## src/rtl/hex_fmt_pkg.sv

```systemverilog
// Shared state encoding and ASCII constants for the hex word formatter.
package hex_fmt_pkg;

  typedef enum logic [2:0] {
    IDLE  = 3'd0,
    PFX0  = 3'd1,
    PFX1  = 3'd2,
    DIGIT = 3'd3,
    CR    = 3'd4,
    LF    = 3'd5
  } state_t;

  localparam logic [7:0] ASCII_0  = 8'h30;
  localparam logic [7:0] ASCII_X  = 8'h78;
  localparam logic [7:0] ASCII_CR = 8'h0D;
  localparam logic [7:0] ASCII_LF = 8'h0A;
  localparam logic [7:0] ASCII_UA = 8'h41;
  localparam logic [7:0] ASCII_LA = 8'h61;

endpackage

```

## src/rtl/hex_nibble_to_ascii.sv

```systemverilog
// Combinational 4-bit value to ASCII hex digit converter.
module hex_nibble_to_ascii
  import hex_fmt_pkg::*;
#(
  parameter bit LOWERCASE = 1'b0
) (
  input  logic [3:0] i_nibble,
  output logic [7:0] o_char_c
);

  localparam logic [7:0] ALPHA_BASE = LOWERCASE ? ASCII_LA : ASCII_UA;

  always_comb begin
    if (i_nibble < 4'd10) o_char_c = ASCII_0 + 8'(i_nibble);
    else                  o_char_c = ALPHA_BASE + 8'(i_nibble) - 8'd10;
  end

endmodule

```

## src/rtl/hex_word_serializer.sv

```systemverilog
// Formats a binary word as a stream of ASCII hex characters, MS nibble first,
// with optional "0x" prefix and CR LF terminator, over valid/ready handshakes.
module hex_word_serializer
  import hex_fmt_pkg::*;
#(
  parameter int unsigned DATA_W     = 16,
  parameter bit          ADD_PREFIX = 1'b0,
  parameter bit          ADD_CRLF   = 1'b1,
  parameter bit          LOWERCASE  = 1'b0
) (
  input  logic              clk,
  input  logic              rst_n,
  input  logic              in_valid,
  output logic              in_ready,
  input  logic [DATA_W-1:0] in_data,
  output logic              out_valid,
  input  logic              out_ready,
  output logic [7:0]        out_char,
  output logic              busy
);

  localparam int unsigned    NDIG     = DATA_W / 4;
  localparam int unsigned    CNT_W    = (NDIG > 1) ? $clog2(NDIG) : 1;
  localparam logic [CNT_W-1:0] CNT_LAST = CNT_W'(NDIG - 1);

  if ((DATA_W % 4) != 0 || DATA_W < 4) begin : g_bad_width
    $error("hex_word_serializer: DATA_W must be a multiple of 4 and at least 4");
  end

  state_t              r_state, w_state_n;
  logic [CNT_W-1:0]    r_cnt, w_cnt_n;
  logic [DATA_W-1:0]   r_shadow, w_shadow_n;
  logic                r_in_ready, r_out_valid, r_busy;
  logic [7:0]          r_out_char, w_char_n, w_digit_char;
  logic [3:0]          w_nibble_n;
  logic                w_adv;

  assign in_ready  = r_in_ready;
  assign out_valid = r_out_valid;
  assign out_char  = r_out_char;
  assign busy      = r_busy;

  assign w_adv = r_out_valid && out_ready;

  // Next-state, counter and shadow-word update; stalls leave everything unchanged.
  always_comb begin
    w_state_n  = r_state;
    w_cnt_n    = r_cnt;
    w_shadow_n = r_shadow;
    unique case (r_state)
      IDLE: begin
        if (in_valid && r_in_ready) begin
          w_shadow_n = in_data;
          w_cnt_n    = CNT_LAST;
          w_state_n  = ADD_PREFIX ? PFX0 : DIGIT;
        end
      end
      PFX0: if (w_adv) w_state_n = PFX1;
      PFX1: begin
        if (w_adv) begin
          w_state_n = DIGIT;
          w_cnt_n   = CNT_LAST;
        end
      end
      DIGIT: begin
        if (w_adv) begin
          if (r_cnt == '0) w_state_n = ADD_CRLF ? CR : IDLE;
          else             w_cnt_n   = r_cnt - CNT_W'(1);
        end
      end
      CR:      if (w_adv) w_state_n = LF;
      LF:      if (w_adv) w_state_n = IDLE;
      default: w_state_n = IDLE;
    endcase
  end

  assign w_nibble_n = 4'(w_shadow_n >> {w_cnt_n, 2'b00});

  hex_nibble_to_ascii #(.LOWERCASE(LOWERCASE)) u_nib (
    .i_nibble (w_nibble_n),
    .o_char_c (w_digit_char)
  );

  // Character that the next state presents; registered so out_char is glitch-free.
  always_comb begin
    w_char_n = 8'h00;
    unique case (w_state_n)
      PFX0:    w_char_n = ASCII_0;
      PFX1:    w_char_n = ASCII_X;
      DIGIT:   w_char_n = w_digit_char;
      CR:      w_char_n = ASCII_CR;
      LF:      w_char_n = ASCII_LF;
      default: w_char_n = 8'h00;
    endcase
  end

  always_ff @(posedge clk or negedge rst_n) begin
    if (!rst_n) begin
      r_state     <= IDLE;
      r_cnt       <= '0;
      r_shadow    <= '0;
      r_in_ready  <= 1'b0;
      r_out_valid <= 1'b0;
      r_out_char  <= 8'h00;
      r_busy      <= 1'b0;
    end else begin
      r_state     <= w_state_n;
      r_cnt       <= w_cnt_n;
      r_shadow    <= w_shadow_n;
      r_in_ready  <= (w_state_n == IDLE);
      r_out_valid <= (w_state_n != IDLE);
      r_out_char  <= w_char_n;
      r_busy      <= (w_state_n != IDLE);
    end
  end

endmodule

```

## config.mk

```make
export PLATFORM = sky130hd
export DESIGN_NAME = hex_word_serializer
export DESIGN_NICKNAME = d
export VERILOG_FILES = /design/src/rtl/hex_fmt_pkg.sv /design/src/rtl/hex_nibble_to_ascii.sv /design/src/rtl/hex_word_serializer.sv
export SDC_FILE = /design/constraint.sdc
export NUM_CORES = 1
export LEC_CHECK = 0
export ABC_CLOCK_PERIOD_IN_PS = 6720
export CAP_MARGIN = 10
export CORE_UTILIZATION = 66
export CTS_CLUSTER_DIAMETER = 30
export DETAILED_ROUTE_END_ITERATION = 10
export DONT_BUFFER_PORTS = 1
export GPL_TIMING_DRIVEN = 1
export PLACE_DENSITY = 0.82
export SYNTH_ARGS = -nofsm -noshare
export SYNTH_HDL_FRONTEND = slang
export SYNTH_HIERARCHICAL = 1
export SYNTH_SLANG_ARGS = --single-unit
```

## constraint.sdc

```tcl
create_clock -name clk -period 6.72 [get_ports clk]
set_clock_uncertainty 0.05 [all_clocks]
set_input_delay 1.008 -clock clk [delete_from_list [all_inputs] [get_ports clk]]
set_output_delay 1.008 -clock clk [all_outputs]
set_load 0.02 [all_outputs]
```

# Word-level counts from Yosys, hierarchy flattened
# Cells that the tools add are included.
# word_totals
ff_bits,31
input_bits,20
out_inout_bits,11
word_cells,45
# op_classes
addsub,4
magnitude_cmp,1
n_eq_ne,10
shifts,1
muxes,17
n_reduce_logical,6
# op_table
operator,count
case mux 8 bit (5 select lines),1
two-way mux 16 bit,2
two-way mux 3 bit,7
case mux 3 bit (6 select lines),1
>> shifter 16 x 4 -> 4 bit,1
== test 3 x 2 -> 1 bit (second input constant),4
== test 3 bit (second input constant),4
adder 7 x 4 -> 8 bit (first input constant),1
two-way mux 2 bit,4
two-way mux 8 bit,1
subtractor 8 x 4 -> 8 bit (second input constant),1
adder 6 x 4 -> 7 bit (first input constant),1
== test 3 x 1 -> 1 bit (second input constant),2
logical NOT 3 bit,2
case mux 2 bit (3 select lines),1
< comparator 4 bit (second input constant),1
nonzero test 3 bit,1
logical AND 1 bit,2
logical NOT 2 bit,1
subtractor 2 x 1 -> 2 bit (second input constant),1

# Depth between registers and ports, before layout
# Gate-level depths: netlist of run 1.
# logic_depth
depth_word,9
mapped_depth,14

# By module
# The synthesis of run 1 kept the hierarchy.
# by_module_without_submodules
mod,n_inst,cells_each,area_per_inst_um2,seq_area_each_um2
hex_word_serializer,1,109,1407.6,775.7
hex_nibble_to_ascii,1,16,105.1,0.0

# Least setup slack after synthesis of run 1
# OpenSTA, ideal clock, no wires.
# synth_path
kind,input to register
startpoint,input in_valid
endpoint,"register r_out_char[2], in the netlist out_char[2]"
setup_time_ps,118
arrival_time_ps,2942
required_ps,6552
path_slack_ps,3610
stages,12
n_path_buf,2
path_cell_list,and2_1 > and2_4 > buf_6 > buf_4 > mux2_1 > mux2i_1 > mux2i_1 > inv_1 > ha_1 > nand2_2 > mux2_1 > a21o_1
# synth_via
elab_chain_cells,8
elab_cells_between_ends,19
cone_classes,add/sub (3); order compare (1); eq/ne (5); shift (1); mux (8); reduce/logical (1)
# synth_rtl
item,line_no,source
start: declaration,hex_word_serializer.sv:13,"input logic in_valid,"
logical AND 1 bit (*),hex_word_serializer.sv:52,if (in_valid && r_in_ready) begin
two-way mux 16 bit (*),hex_word_serializer.sv:52,
two-way mux 16 bit (*),hex_word_serializer.sv:50,unique case (r_state)
named net w_shadow_n[5],hex_word_serializer.sv:32,"logic [DATA_W-1:0] r_shadow, w_shadow_n;"
>> shifter 16 x 4 -> 4 bit (*),hex_word_serializer.sv:77,"assign w_nibble_n = 4'(w_shadow_n >> {w_cnt_n, 2'b00});"
named net w_nibble_n[1],hex_word_serializer.sv:35,logic [3:0] w_nibble_n;
adder 7 x 4 -> 8 bit,hex_nibble_to_ascii.sv:15,else o_char_c = ALPHA_BASE + 8'(i_nibble) - 8'd10;
subtractor 8 x 4 -> 8 bit,hex_nibble_to_ascii.sv:15,
two-way mux 8 bit (*),hex_nibble_to_ascii.sv:14,if (i_nibble < 4'd10) o_char_c = ASCII_0 + 8'(i_nibble);
named net w_digit_char[2],hex_word_serializer.sv:34,"logic [7:0] r_out_char, w_char_n, w_digit_char;"
case mux 8 bit (5 select lines) (*),hex_word_serializer.sv:87,unique case (w_state_n)
named net w_char_n[2],hex_word_serializer.sv:34,
end signal: assignment,hex_word_serializer.sv:112,r_out_char <= w_char_n;
end: declaration,hex_word_serializer.sv:34,
# The timed path passes the listed nets; every way through them passes the cells marked *.

==> results.py, run 1 <==
metrics = {
    "synthesis": {
        "synth.net_count": 146,
        "synth_area_sq_mm": 0.00151,
        "yosysSeqAreaShare": 0.513,
        "synth_top_area_cell": "dfrtp_1",
        "synthCells": 125,
        "ys_top_cells_by_area": "dfrtp_1 (51%), mux2_1 (8.2%), mux2i_1 (6.0%)",
        "syn_area_per_cell_sq_um": 12.1,
        "synth_top_area_share": 0.513,
        "ys_ff_latch": 31,
        "synth_warnings": 6,
        "synth.distinct_cells": 35,
    },
    "clock_tree": {
        "tritoncts": "yes",
        "clock_latency_ns": 0.32,
        "cts-htree-levels": 2,
        "clock_path_buffers": 2,
        "root_buffer": "clkbuf_4",
        "cts_setup_buffers": 0,
        "hold_buffers": 0,
        "clock-sinks": 31,
        "cts.repair.resized": 0,
        "cts_buffers": 5,
        "cts.reportedPaths.clkPinSlew_ns": 0.09,
    },
    "layout": {
        "final_nets": 146,
        "syn_to_final_growth_pct": 2.81,
        "layout-drive-gt1-share": 0.167,
        "antennaDiodeCount": 0,
        "final_common_cell": "dfrtp_1",
        "stdcell_count": 153,
        "n_fill_cell": 130,
        "mostFrequentLayoutCells": "dfrtp_1 (31), mux2_1 (11), mux2i_1 (9), nor2_1 (7), a21oi_1 (6)",
    },
    "routing": {
        "route.detailed.drc": 0,
        "routed_via_density": 6.19,
        "postRouteWirelength_mm": 2.44,
        "wl_per_cell_um": 15.9,
        "num_vias": 947,
        "first_iter_violations": 12,
        "detail_route.first_pass.iterations": 4,
        "final_antenna_net_count": 0,
    },
    "timing": {
        "tns_ns": 0,
        "setup_viol": 0,
        "maxSlewViolCount": 0,
        "worst_hold_slack_ns": 0.315,
        "period_minus_slack_ns": 3.33,
        "grt_setup_unrepaired": "no",
        "hold_violations": 0,
        "fmaxAchievable_mhz": 300,
        "maxSlewHeadroom": 0.340,
        "layout_setup_ws_ns": 3.39,
        "tightestPinTransition_ns": 0.990,
        "post-route-period-util": 0.495,
    },
    "grt": {
        "grt_overflow_total": 0,
        "antenna_found_initial": 0,
        "grt_pass1_vias": 972,
        "grt_pass1_wl_mm": 3.98,
        "grt_usage": 0.229,
        "grt_max_degree": 32,
    },
    "power_and_ir_drop": {
        "p_leak_nw": 0.749,
        "power_density_mw_per_mm2": 552,
        "vdd_drop_max_mv": 0.333,
    },
    "floorplanning": {
        "ios": 31,
        "core_area_sq_mm": 0.00206,
        "chipWidth_um": 49.9,
        "die_area_sq_mm": 0.00249,
        "initial_core_util": 0.734,
        "rows": 16,
        "die_h_um": 49.9,
    },
    "placement": {
        "gp_congestion": 0.862,
        "placed_cells": 145,
        "numPortBuffers": 0,
        "place_ws_ns": 3.14,
        "dp_hpwl_mm": 1.70,
    },
    "worst_setup_path": {
        "cp_max_fo": 9,
        "crit_required_ns": 6.89,
        "end_kind": "register",
        "start_kind": "register",
        "worstSetupPathType": "register to register",
        "cp.arrival_ns": 3.50,
    },
    "flow_run": {
        "max_cap_violations": 0,
    },
    "min_path": {
        "hp-class": "input port to asynchronous set/reset pin",
    },
    "status": {
        "status": "completed",
    },
}
worst max-delay path: stages (launching register included):
cell	delay, ns
dfrtp_1	0.62
nand4b_1	0.28
o22ai_1	0.83
mux2i_1	0.17
mux2i_1	0.38
inv_1	0.10
ha_1	0.22
nand2_2	0.07
mux2_1	0.33
a21o_1	0.17
where the power goes:
part / internal, W / switching [W]
clock network: 0.0000615 / 0.0000576
logic: 0.000186 / 0.000213
registers: 0.000268 / 0.0000721
total: 0.000516 / 0.000343
per-stage QoR:
stage	cell area (sq um)	total power (W)	utilization
2_1_floorplan	1510	0.000679	-
3_3_place_gp	1490	0.000716	0.721
3_5_place_dp	1490	0.000736	0.721
4_1_cts	1560	0.000864	0.754
5_1_grt	1560	0.000922	0.754
6_report	1560	0.000858	0.754
kinds of logic (layout without fill, tap and decap cells):
logic type / after synthesis / count (layout) / share of synthesized area
other: 1 / 1 / 0.00248
adder cells (fa/ha/maj): 1 / 1 / 0.00827
AND/OR/NAND/NOR: 25 / 25 / 0.0968
flip-flops: 31 / 31 / 0.513
buffers and inverters: 14 / 15 / 0.0571
multiplexers: 29 / 29 / 0.218
AO/OA/AOI/OAI: 23 / 23 / 0.0984
XOR/XNOR: 1 / 1 / 0.00579
layer usage:
layer	vias to the layer above	share of wire	wire length (um)	track usage
met4	0	0.020	48	0.143
met1	471	0.43	1050	0.260
met3	7	0.043	104	0.0648
li1	437	-	-	-
met2	32	0.51	1240	0.378
met5	-	0	0	0
synth_stat cells:
cell type  instances
a22o_1             1
xnor2_1            1
nand2_2            1
inv_1              5
and2_4             1
nor2_1             7
nand4b_1           1
nand2_1            1
a21oi_1            6
conb_1             1
and3_1             2
a211oi_1           2
nor3_1             1
mux2_1            11
buf_4              5
a211o_1            1
buf_6              2
and2_1             2
mux2i_1            9
mux2_4             4
a21o_1             2
dfrtp_1           31
o21ai_0            2
nand2b_1           3
mux2_2             5
nor3b_1            2
o21ai_1            3
o22ai_1            1
nor3_2             1
inv_2              2
nor2b_1            3
o211ai_1           1
ha_1               1
a222oi_1           1
o21a_1             3
registers in the layout, summed over array words and instances (netlist names):
signal	count
r_shadow	16
out_char	8
r_state	3
r_cnt	2
busy	1
in_ready	1
cell type report:
class                      count  area (sq um)  share of cell area
tap                           27          33.8              0.0217
multi-input combinational     80           651               0.418
sequential                    31           776               0.499
inverter                       7          26.3              0.0169
clock buffer                   8          68.8              0.0442
final timing paths:
kind,start,to,slack (ns),cells past startpoint
worst max-delay path,busy,out_char[2],3.39,9
worst min-delay path,rst_n,r_shadow[15],0.31,0
worst max register to register,busy,out_char[2],3.39,9
worst min register to register,r_shadow[1],r_shadow[1],0.44,1
max in group asynchronous,rst_n,out_char[7],6.23,0
min in group clk,r_shadow[1],r_shadow[1],0.44,1
(Power assumes the default switching activity.)
==> run 2: changes to the inputs <==
--- a/config.mk
+++ b/config.mk
@@ -5,14 +5,14 @@
 export SDC_FILE = /design/constraint.sdc
 export NUM_CORES = 1
 export LEC_CHECK = 0
-export ABC_CLOCK_PERIOD_IN_PS = 6720
+export ABC_CLOCK_PERIOD_IN_PS = 2950
 export CAP_MARGIN = 10
-export CORE_UTILIZATION = 66
+export CORE_UTILIZATION = 55
 export CTS_CLUSTER_DIAMETER = 30
 export DETAILED_ROUTE_END_ITERATION = 10
 export DONT_BUFFER_PORTS = 1
 export GPL_TIMING_DRIVEN = 1
-export PLACE_DENSITY = 0.82
+export PLACE_DENSITY = 0.73
 export SYNTH_ARGS = -nofsm -noshare
 export SYNTH_HDL_FRONTEND = slang
 export SYNTH_HIERARCHICAL = 1
==> constraint.sdc (replaced) <==
create_clock -name clk -period 2.95 [get_ports clk]
set_clock_uncertainty 0.05 [all_clocks]
set_input_delay 0.4425 -clock clk [delete_from_list [all_inputs] [get_ports clk]]
set_output_delay 0.4425 -clock clk [all_outputs]
set_load 0.02 [all_outputs]
==> run 2 against run 1 <==
  * Maximum frequency is 23% higher
  * Critical path depth is 1 higher
  * Final area is 1.4% higher
  * Critical path type unchanged
  * Largest cell class unchanged
==> results.py, run 2 (same netlist as run 1, synthesis figures left out) <==
metrics = {
    "power_and_ir_drop": {
        "vdd_drop_max_mv": 0.714,
        "total_power_w": 0.00192,
        "power_density_mw_per_mm2": 1220,
        "p_leak_nw": 0.758,
    },
    "routing": {
        "num_vias": 943,
        "route.detailed.drc": 0,
        "routed_via_density": 5.97,
        "first_iter_violations": 8,
        "final_antenna_net_count": 0,
        "postRouteWirelength_mm": 2.63,
        "detail_route.first_pass.iterations": 4,
        "wl_per_cell_um": 16.6,
    },
    "layout": {
        "regMostFlops": "r_shadow",
        "final_nets": 150,
        "mostFrequentLayoutCells": "dfrtp_1 (31), mux2_1 (11), mux2i_1 (9), nor2_1 (7), a21oi_1 (6)",
        "largest_reg_flops": 16,
        "antennaDiodeCount": 0,
        "syn_to_final_growth_pct": 4.22,
        "final_common_cell": "dfrtp_1",
        "layout-drive-gt1-share": 0.172,
        "n_fill_cell": 209,
    },
    "clock_tree": {
        "clock-sinks": 31,
        "clock_path_buffers": 2,
        "cts-htree-levels": 2,
        "cts.reportedPaths.clkPinSlew_ns": 0.09,
        "root_buffer": "clkbuf_4",
        "tritoncts": "yes",
        "clock_latency_ns": 0.32,
        "cts_setup_buffers": 0,
        "cts_buffers": 5,
    },
    "timing": {
        "hold_violations": 0,
        "setup_viol": 0,
        "post-route-period-util": 0.917,
        "period_minus_slack_ns": 2.70,
        "grt_setup_unrepaired": "no",
        "tightestPinTransition_ns": 0.505,
        "maxSlewViolCount": 0,
        "maxSlewHeadroom": 0.654,
        "fmaxAchievable_mhz": 370,
        "tns_ns": 0,
    },
    "worst_setup_path": {
        "worstSetupPathType": "register to register",
        "crit_chain": "nor3_2 -> and2_4 -> mux2_1 -> mux2i_1 -> mux2i_1 -> inv_1 -> ha_1 -> nand2_2 -> mux2_1 -> a21o_1",
        "cp_slowest_stage_delay_ns": 0.49,
        "crit_required_ns": 3.11,
        "end_kind": "register",
        "cp_slowest_cell": "dfrtp_1",
        "cp.arrival_ns": 2.87,
        "start_kind": "register",
        "r2r_cells": 10,
        "cp_max_fo": 18,
    },
    "grt": {
        "met3_usage": 0.0944,
        "busiest_layer": "met2",
        "grt_use_met1": 0.247,
        "grt_usage": 0.217,
        "antenna_found_initial": 0,
        "gr-usage-met2": 0.360,
        "grt_pass1_vias": 987,
        "grt_pass1_wl_mm": 4.32,
        "grt_max_degree": 32,
        "grt_overflow_total": 0,
    },
    "status": {
        "status": "completed",
    },
    "placement": {
        "numPortBuffers": 0,
        "gp_congestion": 0.791,
        "dp_hpwl_mm": 1.86,
    },
    "floorplanning": {
        "die_area_sq_mm": 0.00296,
        "ios": 31,
        "initial_core_util": 0.594,
        "chipWidth_um": 54.4,
        "core_area_sq_mm": 0.00254,
        "die_h_um": 54.4,
        "rows": 18,
    },
    "flow_run": {
        "max_cap_violations": 0,
    },
    "min_path": {
        "hp-class": "input port to register",
        "holdPathStages": 1,
    },
}
run 2: cell types whose count changed in the layout (fill, tap and decap cells not counted):
cell	change
dlygate4sd3_1	+1
clkbuf_8	-2
buf_12	+1
buf_4	+2
run 2: final cells by class:
class / count / area (sq um) / area share
clock buffer: 6 / 41.3 / 0.0262
inverter: 7 / 26.3 / 0.0167
multi-input combinational: 80 / 651 / 0.413
sequential: 31 / 776 / 0.492
tap: 30 / 37.5 / 0.0238
timing repair buffer: 4 / 45.0 / 0.0286
run 2: metrics by stage:
step,hold WS (ns),area (sq um),utilization,instances,worst slack [ns]
floorplan,0.0969,1510,-,125,0.348
global placement,0.0976,1510,0.591,150,0.347
detailed placement,0.0977,1510,0.591,150,0.255
CTS,0.214,1580,0.619,158,0.229
global route,0.209,1580,0.619,158,0.0668
finish,0.228,1580,0.619,158,0.245
run 2: path summary, 6_finish.rpt:
kind	from	to	slack (ns)
setup / recovery	r_state[1]	out_char[2]	0.25
hold / removal	in_data[15]	r_shadow[15]	0.23
setup reg to reg	r_state[1]	out_char[2]	0.25
hold reg to reg	r_shadow[4]	r_shadow[4]	0.44
max in group asynchronous	rst_n	out_char[6]	2.16
min in group asynchronous	rst_n	r_shadow[3]	0.51
run 2: what timing repair did:
action,4_1_cts,5_1_grt
endpoints found under the hold margin,31,0
resized for setup,0,0
hold buffers,2,0
run 2: where the power goes:
group,total [W],switching [W],internal [W]
clock,0.000210,0.000126,0.0000846
sequential,0.000760,0.000149,0.000611
combinational,0.000952,0.000510,0.000442
total,0.00192,0.000785,0.00114
run 2: metal layers:
metal  routed length [um]  part of all wire  vias to the layer above
met5                    0                 0                        -
met4                   15            0.0057                        0
met3                  181             0.069                        2
met2                 1360              0.52                       35
met1                 1070              0.41                      466
li1                     -                 -                      440
run 2: worst max-delay path, delay by kind of cell (launching register included):
| kind | cells | cell delay, ns |
|---|---|---|
| buffers and inverters | 1 | 0.09 |
| AND/OR/NAND/NOR | 3 | 0.62 |
| adder cells (fa/ha/maj) | 1 | 0.18 |
| flip-flops | 1 | 0.49 |
| multiplexers | 4 | 1.02 |
| AO/OA/AOI/OAI | 1 | 0.15 |
